`config.mk`:
```
export PLATFORM = sky130hd
export DESIGN_NAME = wa_write_buffer
export DESIGN_NICKNAME = d
export VERILOG_FILES = /design/src/rtl/wa_write_buffer.sv
export SDC_FILE = /design/constraint.sdc
export NUM_CORES = 1
export LEC_CHECK = 0
export ABC_CLOCK_PERIOD_IN_PS = 10000
export BUFFER_PORTS_ARGS = -buffer_cell sky130_fd_sc_hd__buf_2
export CAP_MARGIN = 40
export CORE_UTILIZATION = 56
export DETAILED_ROUTE_END_ITERATION = 16
export GPL_TIMING_DRIVEN = 0
export PLACE_DENSITY = 0.86
export REMOVE_ABC_BUFFERS = 1
export SLEW_MARGIN = 15
export SYNTH_ARGS = -nofsm -noshare
export SYNTH_HDL_FRONTEND = slang
export SYNTH_SLANG_ARGS = --single-unit
```
`constraint.sdc`:
```
create_clock -name clk -period 10 [get_ports clk]
set_clock_uncertainty 0.15 [all_clocks]
set_input_delay 0.5 -clock clk [delete_from_list [all_inputs] [get_ports clk]]
set_output_delay 0.5 -clock clk [all_outputs]
set_load 0.02 [all_outputs]
```
`src/rtl/wa_write_buffer.sv`:
```
// Write-side FIFO between the wa strobe interface and a valid/ready memory port.
// Absorbs unthrottled write bursts, presents a registered head entry and counts overflow drops.
module wa_write_buffer #(
  parameter int DEPTH = 8,
  parameter int AW    = 16,
  parameter int DW    = 16,
  parameter int CNT_W = 8
) (
  input  logic                     clk,
  input  logic                     rst_n,
  input  logic                     wa_wr_s,
  input  logic [AW-1:0]            wa_addr,
  input  logic [DW-1:0]            wa_data_wr,
  output logic                     mem_valid,
  input  logic                     mem_ready,
  output logic [AW-1:0]            mem_addr,
  output logic [DW-1:0]            mem_data,
  output logic [$clog2(DEPTH):0]   level,
  output logic                     full,
  output logic                     empty,
  output logic                     ovf,
  output logic [CNT_W-1:0]         drop_cnt,
  input  logic                     clr_ovf
);

  localparam int PW = $clog2(DEPTH);
  localparam int LW = PW + 1;

  logic [AW+DW-1:0] store [DEPTH];
  logic [PW-1:0]    wr_ptr, rd_ptr, rd_next;
  logic [LW-1:0]    level_next;
  logic [AW+DW-1:0] head_next;
  logic             push, pop, drop;

  assign pop  = mem_valid & mem_ready;
  assign push = wa_wr_s & (~full | pop);
  assign drop = wa_wr_s & full & ~pop;

  always_comb begin
    rd_next    = pop ? rd_ptr + PW'(1) : rd_ptr;
    level_next = level;
    if (push && !pop)
      level_next = level + LW'(1);
    else if (pop && !push)
      level_next = level - LW'(1);
  end

  // The next head is either an already stored entry or, when the slot being
  // written becomes the head (empty buffer, or single entry popped while pushing),
  // the incoming write itself.
  always_comb begin
    head_next = '0;
    if (level_next != '0) begin
      if (push && (rd_next == wr_ptr))
        head_next = {wa_addr, wa_data_wr};
      else
        head_next = store[rd_next];
    end
  end

  always_ff @(posedge clk) begin
    if (push)
      store[wr_ptr] <= {wa_addr, wa_data_wr};
  end

  always_ff @(posedge clk or negedge rst_n) begin
    if (!rst_n) begin
      wr_ptr    <= '0;
      rd_ptr    <= '0;
      level     <= '0;
      full      <= 1'b0;
      empty     <= 1'b1;
      mem_valid <= 1'b0;
      mem_addr  <= '0;
      mem_data  <= '0;
    end else begin
      if (push)
        wr_ptr <= wr_ptr + PW'(1);
      rd_ptr    <= rd_next;
      level     <= level_next;
      full      <= (level_next == LW'(DEPTH));
      empty     <= (level_next == '0);
      mem_valid <= (level_next != '0);
      {mem_addr, mem_data} <= head_next;
    end
  end

  // A drop in the same cycle as a clear restarts the count at one.
  always_ff @(posedge clk or negedge rst_n) begin
    if (!rst_n) begin
      ovf      <= 1'b0;
      drop_cnt <= '0;
    end else if (drop) begin
      ovf <= 1'b1;
      if (clr_ovf)
        drop_cnt <= CNT_W'(1);
      else if (drop_cnt != '1)
        drop_cnt <= drop_cnt + CNT_W'(1);
    end else if (clr_ovf) begin
      ovf      <= 1'b0;
      drop_cnt <= '0;
    end
  end

endmodule

```
* Yosys cells after proc, flatten, opt, wreduce, memory -nomap -nowiden *
Memories as Yosys holds them, arrays and structs flattened.
Cells that the tools add are included.
Widths: inputs -> output; s select.

word-level totals
  register bits after elaboration = 54
  RAM bits = 256
  bits of input ports = 37
  output and inout bits = 48
  memories kept = 1

operators by class
  add/subtract/negate cells = 5
  equality and inequality tests = 3
  muxes and demuxes = 13
  bitwise operators = 7
  reductions and logical operators = 10

memories
  name   words  bits a word  read ports  clocked after memory_dff  write ports  line  source
  store  8      32           1           0                         1            29    logic [AW+DW-1:0] store [DEPTH];

operators with widths
  cell                 count
  $mux 32              2
  $mux 8               4
  $add 8x1->8 const B  1
  $mux 4               2
  $ne 8x8->1 const B   1
  $add 3x1->3 const B  2
  $add 4x1->4 const B  1
  $and 1x1->1          4
  $eq 4x4->1 const B   1
  $logic_not 4->1      1
  $mux 1               4
  $reduce_bool 2->1    2
  $reduce_bool 4->1    1
  $sub 4x1->4 const B  1
  $eq 3x3->1           1
  $logic_and 1x1->1    3
  $mux 3               1
  $logic_not 1->1      2
  $not 1->1            2
  $reduce_and 2->1     1
  $or 1x1->1           1

* Depth between registers and ports, before layout *
  word-level depth = 9
  depth in mapped cells = 8

* Least setup slack after synthesis *
OpenSTA, ideal clock, no wires.

  kind = reg-to-reg
  from = reg mem_valid
  to = mem store[0][0] in the netlist's numbering (enable)
  setup time = 0.461 ns
  data arrival time = 3.438 ns
  required time = 9.389 ns
  setup slack = 5.951 ns
  cell stages (with the launch flop) = 6
  path buffers = 1
  cell sequence = dfrtp_1 -> buf_4 -> nand2_4 -> a21oi_2 -> nand2b_1 -> nor3_1

on the way
  longest elaborated chain between the ends = 5

RTL lines
  what                          line  source
  start: declaration            14    output logic mem_valid,
  start signal: assignment      83    mem_valid <= (level_next != '0);
  $and 1x1->1                   35    assign pop = mem_valid & mem_ready;
  $or 1x1->1                    36    assign push = wa_wr_s & (~full | pop);
  $and 1x1->1                   36
  $mux 1                        62    if (push)
  $mux 1 (implied by the code)  63    store[wr_ptr] <= {wa_addr, wa_data_wr};
  end: declaration              29

Every way passes these cells.

* Worst setup path after layout *
  from = reg mem_valid
  to = mem store[0][26] in the netlist's numbering (enable)

Same word-level chain as after synthesis.

==> run summary <==
Placement Rows - 54
Global-route wire length before repair - 52400 µm
Initial DRC count - 1251
Synth unique cells - 50
Wire per inst - 25.3 µm
Post-Syn Instances - 970
Clk buf depth - 3
TritonCTS clock tree - yes
Fill count - 1464
Top-count cell post-synth - edfxtp_1
Outcome - completed
Initial antenna violation count - 4
Worst Setup EP - store[0][26]$_DFFE_PP_
Synth top area share - 0.600
Post-synth EDFFs - 256
Area Growth Syn to Fin - 18.0%
Resized cells post-CTS - 0
Hold Crit Class - in -> reg
Number of max-cap violations - 0
Peak VDD IR - 0.178 mV
Clk_lat worst skew - 580 ps
Routability congestion estimate - 0.767
Multi-input gate area - 3520 µm²
H-tree lvl count - 1
Via count - 9386
Crit path max fanout - 17
Fmax - 290 MHz
Final Hold Vio Count - 0
Post-CTS setup buffers - 0
Setup_tns - 0 ps
Main flop type after synthesis - edfxtp_1
WHS Path Cells - 1
Layout cells sized above 1 - 0.188
CP Class - reg -> reg
Placed Area - 14200 µm²
Crit Reg-Reg Endpoint - store[0][26]$_DFFE_PP_
# hold bufs at CTS - 1
CTS Buf Count - 30
Core area - 22200 µm²
Chip height - 153 µm
Reg2reg start - mem_valid$_DFF_PN0_
Vias in the first global route - 9104
PortBufs - 84
Die X - 153 µm
CP endpoint kind - flop
Vias per cell - 6.95
Overflow after GRT - 0
R2R cell count - 6
CTS clock-pin slew for the worst setup and hold paths - 70 ps
WP data arrival - 3580 ps
Setup slack on the worst flop-to-flop path - 6550 ps
Pwr dens - 322 nW/µm²
Syn avg cell area - 13.2 µm²
Initial core utilization - 0.578
Final Max Slew Viols - 0
Min Tclk post-route - 3450 ps
#FFs+latches synth - 310
DRC viols - 0
Synth async-reset ratio - 0.174
Critical Path Start - mem_valid$_DFF_PN0_
Iteration count of the initial detailed-routing pass - 6
CTS Root Cell - clkbuf_16
Pwr Total - 4.87 mW
Critical Path Start Type - flop
Final instance area - 15100 µm²
DRT Wirelength - 34200 µm
Die area - 23500 µm²
# IOs - 85
Ys Warns - 0
Critical Path RT - 10130 ps
Slew headroom - 0.404
Final setup fails - 0
Total area of sequential cells - 9040 µm²
Synth Cell Area - 12800 µm²
NumNets Final - 1087
Final core occ - 0.682
Worst Tran Pin Value - 891 ps
GRT Resource Usage Total - 0.292
Dpl hpwl - 20300 µm
Lkg Pwr - 5.21 nW
Register area share after synthesis - 0.705
RSZ-0062 raised after global routing - false
Final period utilization - 0.345
Post-synth top cells - edfxtp_1 (256), nand3_1 (135), a21oi_1 (72)
Synth area leaders - edfxtp_1 (60%), dfrtp_1 (10%), nand3_1 (5.3%)
Hold Slack - 54.8 ps
Post-synth top area cell - edfxtp_1
DRT antenna net count - 0
Clock net sink count - 310
Largest net degree at the start of global routing - 66
-- layer usage --
| metal | vias to the layer above | GRT usage | wire length, µm |
|---|---|---|---|
| met5 | - | 0 | 10 |
| li1 | 3961 | - | - |
| met4 | 2 | 0.130 | 1450 |
| met2 | 696 | 0.474 | 16800 |
| met1 | 4599 | 0.389 | 12500 |
| met3 | 128 | 0.0508 | 3480 |
-- cells in the final DEF (no fill, tap or decap), types with 6 or more instances in the layout --
cell	n
buf_8	9
clkinv_1	7
buf_16	16
a21oi_1	70
clkbuf_1	7
o22ai_1	64
nor3_1	66
buf_2	83
buf_4	7
clkbuf_16	30
inv_1	7
nand2b_1	7
buf_12	6
nand4_1	35
nand2_1	10
nor2_1	11
buf_6	7
dfrtp_1	53
o21ai_0	65
nand3_1	135
edfxtp_1	256
o2bb2ai_1	28
nor2_4	8
-- sequential cells by signal, indices dropped and copies added (netlist names) --
| signal | cells |
|---|---|
| mem_addr | 16 |
| drop_cnt | 8 |
| mem_data | 16 |
| ovf | 1 |
| level | 4 |
| full | 1 |
| mem_valid | 1 |
| wr_ptr | 3 |
| empty | 1 |
| rd_ptr | 3 |
| store | 256 |
-- cell type report --
type / count / area share
antenna: 3 / 0.000496
clock buffer: 38 / 0.0523
clock inverter: 17 / 0.00894
inverter: 7 / 0.00174
multi-input combinational: 567 / 0.233
sequential: 310 / 0.598
tap: 280 / 0.0232
timing repair buffer: 129 / 0.0828
-- per-stage QoR --
stage | std cells | worst slack (ps)
after floorplan | 884 | 4210
after global placement | 1248 | 1170
after detailed placement | 1291 | 6660
after CTS | 1347 | 6630
after global routing | 1350 | 6440
final | 1351 | 6550
-- how the worst min path moves through the flow --
stage | from | end | slack (ps)
floorplan | rst_n | drop_cnt[0]$_DFFE_PN0P_ | 50
global placement | ovf$_DFFE_PN0P_ | ovf$_DFFE_PN0P_ | 360
detailed placement | ovf$_DFFE_PN0P_ | ovf$_DFFE_PN0P_ | 370
CTS | wa_addr[2] | store[0][18]$_DFFE_PP_ | 40
global route | wa_addr[6] | store[5][22]$_DFFE_PP_ | 60
finish | wa_addr[5] | store[0][21]$_DFFE_PP_ | 50
-- kinds of logic after synthesis --
group,after synthesis,synth area share
flip-flops,310,0.705
AND/OR/NAND/NOR,291,0.118
AO/OA/AOI/OAI,255,0.127
buffers and inverters,93,0.0320
XOR/XNOR,11,0.00869
multiplexers,5,0.00400
adder cells (fa/ha/maj),5,0.00488
-- report_power, final --
| group | switching (mW) | internal, mW | total, mW |
|---|---|---|---|
| Sequential | 0.111 | 1.67 | 1.78 |
| Combinational | 1.28 | 0.739 | 2.02 |
| Clock | 0.480 | 0.586 | 1.07 |
| Total | 1.87 | 3.00 | 4.87 |
-- critical path: stages, from the launching register on --
cell and delay [ps]:
dfrtp_1 820, nand2_4 150, a21oi_2 400, nand2b_1 340, nor3_2 750, buf_4 320
buf_4 210
Power figures use the tool's default switching activity.
